File: src/rtl/xintf_ram_arbiter.sv
// xintf_ram_arbiter
// Shares the PL-side port of the XINTF DPBRAM between three requesters:
//   0 = DSP-sync readback sequencer, 1 = PS/EPICS write-index path, 2 = waveform copy.
// One round-robin grant per cycle, writes held off while the DSP owns the data
// window, and read data steered back to its requester after RD_LAT cycles.
module xintf_ram_arbiter #(
    parameter int unsigned ADDR_W = 9,
    parameter int unsigned DATA_W = 16,
    parameter int unsigned DEPTH  = 500,
    parameter int unsigned RD_LAT = 1
) (
    input  logic              i_clk,
    input  logic              i_rst,
    input  logic              i_hold,
    input  logic              i_req0,
    input  logic              i_req1,
    input  logic              i_req2,
    input  logic              i_we0,
    input  logic              i_we1,
    input  logic              i_we2,
    input  logic [ADDR_W-1:0] i_addr0,
    input  logic [ADDR_W-1:0] i_addr1,
    input  logic [ADDR_W-1:0] i_addr2,
    input  logic [DATA_W-1:0] i_din0,
    input  logic [DATA_W-1:0] i_din1,
    input  logic [DATA_W-1:0] i_din2,
    output logic              o_gnt0,
    output logic              o_gnt1,
    output logic              o_gnt2,
    output logic              o_rvalid0,
    output logic              o_rvalid1,
    output logic              o_rvalid2,
    output logic [DATA_W-1:0] o_rdata,
    output logic              o_err,
    output logic              o_busy,
    output logic [ADDR_W-1:0] o_ram_addr,
    output logic              o_ram_ce,
    output logic              o_ram_we,
    output logic [DATA_W-1:0] o_ram_din,
    input  logic [DATA_W-1:0] i_ram_dout
);

    // Addresses at or above this limit are rejected without touching the BRAM
    localparam logic [ADDR_W:0] DEPTH_LIM = (ADDR_W + 1)'(DEPTH);

    // Modulo-3 increment used for both the search order and the pointer update
    function automatic logic [1:0] inc3(input logic [1:0] v);
        return (v == 2'd2) ? 2'd0 : v + 2'd1;
    endfunction

    logic [2:0]        req;
    logic [2:0]        we;
    logic [2:0]        elig;
    logic [2:0]        rot;
    logic              win_valid;
    logic [1:0]        win_id;
    logic              we_sel;
    logic [ADDR_W-1:0] addr_sel;
    logic [DATA_W-1:0] din_sel;
    logic              out_of_range;

    logic [1:0]        ptr, ptr_nxt;
    logic [2:0]        gnt, gnt_nxt;
    logic              ram_ce, ram_ce_nxt;
    logic              ram_we, ram_we_nxt;
    logic [ADDR_W-1:0] ram_addr, ram_addr_nxt;
    logic [DATA_W-1:0] ram_din, ram_din_nxt;
    logic              err, err_nxt;
    logic              issue_rd, issue_rd_nxt;
    logic              issue_oor, issue_oor_nxt;
    logic [1:0]        issue_id, issue_id_nxt;

    logic [RD_LAT-1:0]      rd_vld;
    logic [RD_LAT-1:0]      rd_oor;
    logic [RD_LAT-1:0][1:0] rd_id;
    logic                   head_vld;
    logic                   head_oor;
    logic [1:0]             head_id;
    logic [2:0]             rvalid;
    logic [DATA_W-1:0]      rdata_cur;
    logic [DATA_W-1:0]      rdata_hold;

    assign req = {i_req2, i_req1, i_req0};
    assign we  = {i_we2, i_we1, i_we0};

    // A requester granted this cycle is masked so its stale request is not re-granted
    assign elig = req & ~gnt & ~(we & {3{i_hold}});

    // Rotate eligibility so that bit 0 is the requester at the pointer
    always_comb begin
        unique case (ptr)
            2'd1:    rot = {elig[0], elig[2], elig[1]};
            2'd2:    rot = {elig[1], elig[0], elig[2]};
            default: rot = elig;
        endcase
    end

    // Pick the first eligible requester in the order ptr, ptr+1, ptr+2
    always_comb begin
        win_valid = |rot;
        win_id    = ptr;
        if (rot[0]) begin
            win_id = ptr;
        end else if (rot[1]) begin
            win_id = inc3(ptr);
        end else if (rot[2]) begin
            win_id = inc3(inc3(ptr));
        end
    end

    // Select the winner's access fields
    always_comb begin
        unique case (win_id)
            2'd1: begin
                we_sel   = i_we1;
                addr_sel = i_addr1;
                din_sel  = i_din1;
            end
            2'd2: begin
                we_sel   = i_we2;
                addr_sel = i_addr2;
                din_sel  = i_din2;
            end
            default: begin
                we_sel   = i_we0;
                addr_sel = i_addr0;
                din_sel  = i_din0;
            end
        endcase
    end

    assign out_of_range = {1'b0, addr_sel} >= DEPTH_LIM;

    // Next-state for the grant stage; everything here lasts exactly one cycle
    always_comb begin
        ptr_nxt       = ptr;
        gnt_nxt       = 3'b000;
        ram_ce_nxt    = 1'b0;
        ram_we_nxt    = 1'b0;
        ram_addr_nxt  = '0;
        ram_din_nxt   = '0;
        err_nxt       = 1'b0;
        issue_rd_nxt  = 1'b0;
        issue_oor_nxt = 1'b0;
        issue_id_nxt  = 2'd0;
        if (win_valid) begin
            unique case (win_id)
                2'd1:    gnt_nxt = 3'b010;
                2'd2:    gnt_nxt = 3'b100;
                default: gnt_nxt = 3'b001;
            endcase
            ptr_nxt       = inc3(win_id);
            // Out-of-range accesses are granted but kept off the BRAM
            ram_ce_nxt    = ~out_of_range;
            ram_we_nxt    = we_sel & ~out_of_range;
            ram_addr_nxt  = addr_sel;
            ram_din_nxt   = din_sel;
            err_nxt       = out_of_range;
            issue_rd_nxt  = ~we_sel;
            issue_oor_nxt = out_of_range;
            issue_id_nxt  = win_id;
        end
    end

    // Grant stage and round-robin pointer registers
    always_ff @(posedge i_clk or posedge i_rst) begin
        if (i_rst) begin
            ptr       <= 2'd0;
            gnt       <= 3'b000;
            ram_ce    <= 1'b0;
            ram_we    <= 1'b0;
            ram_addr  <= '0;
            ram_din   <= '0;
            err       <= 1'b0;
            issue_rd  <= 1'b0;
            issue_oor <= 1'b0;
            issue_id  <= 2'd0;
        end else begin
            ptr       <= ptr_nxt;
            gnt       <= gnt_nxt;
            ram_ce    <= ram_ce_nxt;
            ram_we    <= ram_we_nxt;
            ram_addr  <= ram_addr_nxt;
            ram_din   <= ram_din_nxt;
            err       <= err_nxt;
            issue_rd  <= issue_rd_nxt;
            issue_oor <= issue_oor_nxt;
            issue_id  <= issue_id_nxt;
        end
    end

    // Track requester id of each read through the BRAM latency
    always_ff @(posedge i_clk or posedge i_rst) begin
        if (i_rst) begin
            rd_vld <= '0;
            rd_oor <= '0;
            rd_id  <= '0;
        end else begin
            rd_vld[0] <= issue_rd;
            rd_oor[0] <= issue_oor;
            rd_id[0]  <= issue_id;
            for (int unsigned i = 1; i < RD_LAT; i++) begin
                rd_vld[i] <= rd_vld[i-1];
                rd_oor[i] <= rd_oor[i-1];
                rd_id[i]  <= rd_id[i-1];
            end
        end
    end

    assign head_vld  = rd_vld[RD_LAT-1];
    assign head_oor  = rd_oor[RD_LAT-1];
    assign head_id   = rd_id[RD_LAT-1];
    // A rejected read returns zero instead of whatever the BRAM last drove
    assign rdata_cur = head_oor ? '0 : i_ram_dout;

    // Route the returning read to its requester
    always_comb begin
        rvalid = 3'b000;
        if (head_vld) begin
            unique case (head_id)
                2'd1:    rvalid = 3'b010;
                2'd2:    rvalid = 3'b100;
                default: rvalid = 3'b001;
            endcase
        end
    end

    // Keep the last returned word on o_rdata between read responses
    always_ff @(posedge i_clk or posedge i_rst) begin
        if (i_rst) begin
            rdata_hold <= '0;
        end else if (head_vld) begin
            rdata_hold <= rdata_cur;
        end
    end

    assign o_rdata    = head_vld ? rdata_cur : rdata_hold;
    assign o_rvalid0  = rvalid[0];
    assign o_rvalid1  = rvalid[1];
    assign o_rvalid2  = rvalid[2];
    assign o_gnt0     = gnt[0];
    assign o_gnt1     = gnt[1];
    assign o_gnt2     = gnt[2];
    assign o_err      = err;
    assign o_ram_ce   = ram_ce;
    assign o_ram_we   = ram_we;
    assign o_ram_addr = ram_addr;
    assign o_ram_din  = ram_din;
    assign o_busy     = (|req) | (|rd_vld) | (|gnt);

endmodule

File: config.mk
export PLATFORM = sky130hd
export DESIGN_NAME = xintf_ram_arbiter
export DESIGN_NICKNAME = d
export VERILOG_FILES = /design/src/rtl/xintf_ram_arbiter.sv
export SDC_FILE = /design/constraint.sdc
export NUM_CORES = 1
export LEC_CHECK = 0
export ABC_CLOCK_PERIOD_IN_PS = 4400
export BUFFER_PORTS_ARGS = -buffer_cell sky130_fd_sc_hd__buf_4
export CORE_MARGIN = 3
export CORE_UTILIZATION = 44
export DETAILED_ROUTE_END_ITERATION = 6
export PLACE_DENSITY = 0.77
export SLEW_MARGIN = 10
export SYNTH_ARGS = -nofsm -noshare
export SYNTH_HDL_FRONTEND = slang
export SYNTH_SLANG_ARGS = --single-unit
File: constraint.sdc
create_clock -name i_clk -period 4.4 [get_ports i_clk]
set_clock_uncertainty 0.05 [all_clocks]
set_input_delay 1.1 -clock i_clk [delete_from_list [all_inputs] [get_ports i_clk]]
set_output_delay 1.1 -clock i_clk [all_outputs]
set_load 0.01 [all_outputs]
======== Word level (Yosys, flattened, before mapping) ========
Index checks and enable logic that the tools add are counted.
cells by class
  muxes and demuxes ....................... 23
  eq/ne operators ......................... 7
  bitwise operators ....................... 10
  order comparisons ....................... 1
  reduce and logical (&&, ||, !) cells .... 3
  add/subtract/negate cells ............... 3
operators with widths
  cell                   count
  $mux W16               3
  $pmux W16 S2           1
  $pmux W3 S2            3
  $pmux W9 S2            1
  $mux W2                7
  $and A3 B3 Y3          3
  $ge A9 B9 Y1 const B   1
  $mux W9                1
  $reduce_or A3 Y1       3
  $eq A2 B2 Y1 const B   4
  $add A2 B1 Y2 const B  3
  $eq A2 B1 Y1 const B   3
  $mux W3                2
  $not A3 Y3             2
  $mux W1                4
  $not A1 Y1             2
  $or A1 B1 Y1           2
  $pmux W1 S2            1
  $and A1 B1 Y1          1
storage, ports and cells
  output and inout port bits .............. 51
  word-level logic and storage cells ...... 60
  register bits after elaboration ......... 56

======== Depth between registers and ports, before layout ========
  depth after elaboration ................. 13
  mapped depth ............................ 14

======== Worst setup path after synthesis ========
Ideal clock, no wire load.
  path type ............................... input port to flip-flop
  start point ............................. input port i_req2
  end point ............................... register ram_din[10], in the netlist o_ram_din[10]
  path buffers ............................ 3
  library setup time ...................... 0.072 ns
  path slack .............................. 0.275 ns
  arrival time ............................ 4.002 ns
  cell stages on the path ................. 12
  required time ........................... 4.278 ns
  cell sequence ........................... nor2b_1 > and2_4 > a222oi_1 > o21ai_2 > a221o_1 > ha_1 > clkbuf_1 > buf_1 > clkbuf_1 > a221o_1 > o21ai_0 > nor2_1
between the ends
  word-level cells in the longest chain between the ends .. 9
  elaborated cells on any way between the ends .. 11
RTL lines
  what                                                 RTL line  RTL
  from (decl)                                          17        input logic i_req2,
  $and A3 B3 Y3 * (2 in series)                        87        assign elig = req & ~gnt & ~(we & {3{i_hold}});
  $pmux W3 S2 *                                        91        unique case (ptr)
  $mux W2                                              106       end else if (rot[2]) begin
  $mux W2                                              104       end else if (rot[1]) begin
  $mux W2                                              102       if (rot[0]) begin
  $eq A2 B2 Y1 / $eq A2 B1 Y1 (equally long branches)  113       unique case (win_id)
  $pmux W16 S2                                         113
  $mux W16 *                                           146       if (win_valid) begin
  named net ram_din_nxt[10]                            67        logic [DATA_W-1:0] ram_din, ram_din_nxt;
  to (signal assigned)                                 184       ram_din <= ram_din_nxt;
  to (decl)                                            67
The timed path passes the listed nets; every way through them passes the cells marked *.
A chain may end at the register's enable or synchronous reset.

======== Final worst setup path ========
  start point ............................. input port i_req2
  end point ............................... register issue_oor
between the ends
  word-level cells in the longest chain between the ends .. 10
  elaborated cells on any way between the ends .. 12
RTL lines
  what                                                 RTL line  RTL
  $and A3 B3 Y3 * (2 in series)                        87
  $pmux W3 S2 *                                        91
  $mux W2                                              106
  $mux W2                                              104
  $mux W2                                              102
  $eq A2 B2 Y1 / $eq A2 B1 Y1 (equally long branches)  113
  $pmux W9 S2                                          113
  $ge A9 B9 Y1                                         132       assign out_of_range = {1'b0, addr_sel} >= DEPTH_LIM;
  $mux W1 *                                            -
  named net err_nxt                                    68        logic err, err_nxt;
  to (signal assigned)                                 187       issue_oor <= issue_oor_nxt;
  to (decl)                                            70        logic issue_oor, issue_oor_nxt;
Marks and branches as above.

==> metrics.cfg <==
[floorplanning]
rows=27
dieWidth_um=84.0
die_y_um=84.0
ioPinCount=151
start_util=0.469
die_area_um2=7050
core_um2=5710

[place]
pre_cts_ws_ns=0.168
place_area_um2=3900
gp_congestion=0.832
port_buffers=150
dpl.hpwl_um=5760

[yosys]
ys_seq_area_frac=0.524
synth.ff_latch_count=56
synth_cells=275
avgSynthCellArea_um2=9.73
synth_top_family_by_area=compound AO/OA/AOI/OAI gates
synth_area_um2=2680
synth_compound_area_frac=0.216
synth.largest_area_cell=dfrtp_1
synth_area_leaders=dfrtp_1 52%, a221o_1 9.7%, o21ai_0 7.5%, ha_1 4.7%, nor2_1 4.2%
synthMuxAreaShare=0.00842
synth_xor_area_frac=0
synthAdderAreaFrac=0.0468
yosys.area_share.simple=0.145
synth_top_cell_area_share=0.524
syn_nets=385
yosys_warnings=0
synth_cell_types=29

[grt]
grt_pass1_vias=2476
grt_pass1_wl_um=11800
track_usage=0.207
grt.overflow.total=0
grt_max_degree=57
antenna_found_initial=0

[detailed_routing]
finalWirelength_um=7430
drt_iter0_markers=72
drc=0
via_count=2563
post_drt_wl_per_cell_um=15.0
ant_nets=0
firstDrtPassIters=4
via_per_inst=5.19

[worst_setup_path]
crit_cells=12
cp.buffers_inverters=1
cpMostUsedCell=nor2b_1
ff2ff_path_depth=12
max_stage_delay_ns=0.53
critPathCaptureType=flop
worstSetupPathType=input pin to flop
critPathTopFamily=compound AO/OA/AOI/OAI gates
cpMaxStageDelayCell=a221oi_1
startpoint_type=input pin
crit_arrival_ns=4.14
critPathMaxFanout=8
path_cells=buf_4 -> nor2b_1 -> and2_4 -> a222oi_1 -> o21ai_2 -> a221oi_1 -> ha_1 -> a22oi_1 -> o21ai_0 -> o311ai_0 -> nor4_1 -> nor2b_1
required_ns=4.58

[clocking]
ctsHoldBuffers=0
cts-resized-gates=0
cts_root_buf=clkbuf_8
cts_htree_levels=2
cts_buffer_depth=2
cts_buffers=5
cts.clk_slew.worst_paths_ns=0.08
postCtsSetupBuffers=0
clk_latency_ns=0.30
cts_tree=yes
cts_sinks=56

[power]
p_per_area_nw_per_um2=897
ir_drop_uv=1010
leakage_uw=0.00206

[sta]
hold-worst-slack_ns=0.304
final.min_clock_period_ns=3.96
finalHoldViolCount=0
tightest_slew_ns=1.02
fmax_mhz=253
layout_setup_ws_ns=0.443
slew_viol_final=0
period_share=0.899
finalSetupViolations=0
fin_tns_setup_ns=0
slew_headroom=0.319
rsz0062_at_grt=false

[finish]
n_antenna_cell=0
final_cell_area_um2=4000
n_fill_cell=454
area_growth_pct=49.6
finalNetCount=533
drive_gt1_frac=0.403

[hold_path]
hold_depth=0
hold_class=flop to flop

[run_status]
status=finished clean

[job]
cap_violations=0

cell type report:
| type | count | area, um^2 | area share |
|---|---|---|---|
| multi-input combinational | 176 | 1130 | 0.282 |
| timing repair buffer | 158 | 1190 | 0.296 |
| sequential | 56 | 1400 | 0.350 |
| clock buffer | 5 | 68.8 | 0.0172 |
| clock inverter | 1 | 30.0 | 0.00750 |
| tap | 72 | 90.1 | 0.0225 |
| inverter | 26 | 98.8 | 0.0247 |
worst register-to-register path: cells and delay by family (launching register included):
family,cells,cell delay (ns)
compound gates,6,1.67
simple gates,3,0.81
fa+ha+maj,2,0.74
flops,1,0.49
buf+inv,1,0.12
cell usage after synthesis:
master    number
or3_1          1
and3_1         3
a211oi_1       1
nor2_1        30
o22ai_1        1
a31oi_1        2
nand3_1        2
nand2_1       24
and4b_1        1
o31ai_1        1
ha_1          10
clkbuf_1      14
buf_1          3
a221oi_1       3
a222oi_1       1
o311ai_0       1
nor2b_1        7
and2_1         9
mux2_2         2
nor3_1         2
inv_1         26
o21ai_2        1
a221o_1       26
nor4_1         2
and2_4         1
and3b_1        1
a22oi_1        4
dfrtp_1       56
o21ai_0       40
sequential cells by signal (all words and copies together), names as in the netlist:
| register | count |
|---|---|
| issue_oor | 1 |
| o_ram_din | 16 |
| issue_rd | 1 |
| head_id | 2 |
| gnt | 3 |
| o_ram_addr | 9 |
| issue_id | 2 |
| o_ram_we | 1 |
| head_oor | 1 |
| rdata_hold | 16 |
| o_ram_ce | 1 |
| head_vld | 1 |
| ptr | 2 |
placed cells by master, fill, tap and decap left out, types with 3 or more instances in the layout:
cell type  synthesis  final
a221o_1           26     26
a221oi_1           3      3
a22oi_1            4      4
and2_1             9      9
and3_1             3      3
buf_4              0    158
clkbuf_8           0      5
dfrtp_1           56     56
ha_1              10     10
inv_1             26     25
nand2_1           24     24
nor2_1            30     30
nor2b_1            7      7
o21ai_0           40     40
metrics by stage:
stage          cells   util  total power [uW]
3_5_place_dp     488  0.684              3300
4_1_cts          494  0.701              3610
6_report         494  0.701              3590
5_1_grt          494  0.701              3930
3_3_place_gp     488  0.684              3220
2_1_floorplan    275      -              2450
report_power, final:
part	internal [uW]	switching [uW]	total, uW
Combinational	1100	1340	2440
Sequential	747	92.3	840
Clock	163	149	312
per-layer routing:
layer / GRT usage / share of wire / routed length, um
met1: 0.261 / 0.39 / 2910
met2: 0.341 / 0.48 / 3550
met3: 0.0602 / 0.11 / 792
met4: 0.0673 / 0.025 / 184
met5: 0 / 0 / 0
path summary, 6_finish.rpt:
path / startpoint / to / slack [ns]
hold reg to reg: issue_rd / head_vld / 0.30
hold / removal: issue_rd / head_vld / 0.30
setup / recovery: i_req2 / issue_oor / 0.44
max in group asynchronous: i_rst / o_ram_addr[1] / 2.83
min in group asynchronous: i_rst / rdata_hold[6] / 0.92
setup reg to reg: ptr[1] / issue_oor / 0.45
cell families (layout without fill, tap and decap cells):
kind of cell,after synthesis,count (layout)
buffers and inverters,43,190
adder cells (fa/ha/maj),10,10
multiplexers,2,2
flip-flops,56,56
AND/OR/NAND/NOR,83,83
AO/OA/AOI/OAI,81,81
Note: power is estimated with default switching activity, not from simulation.
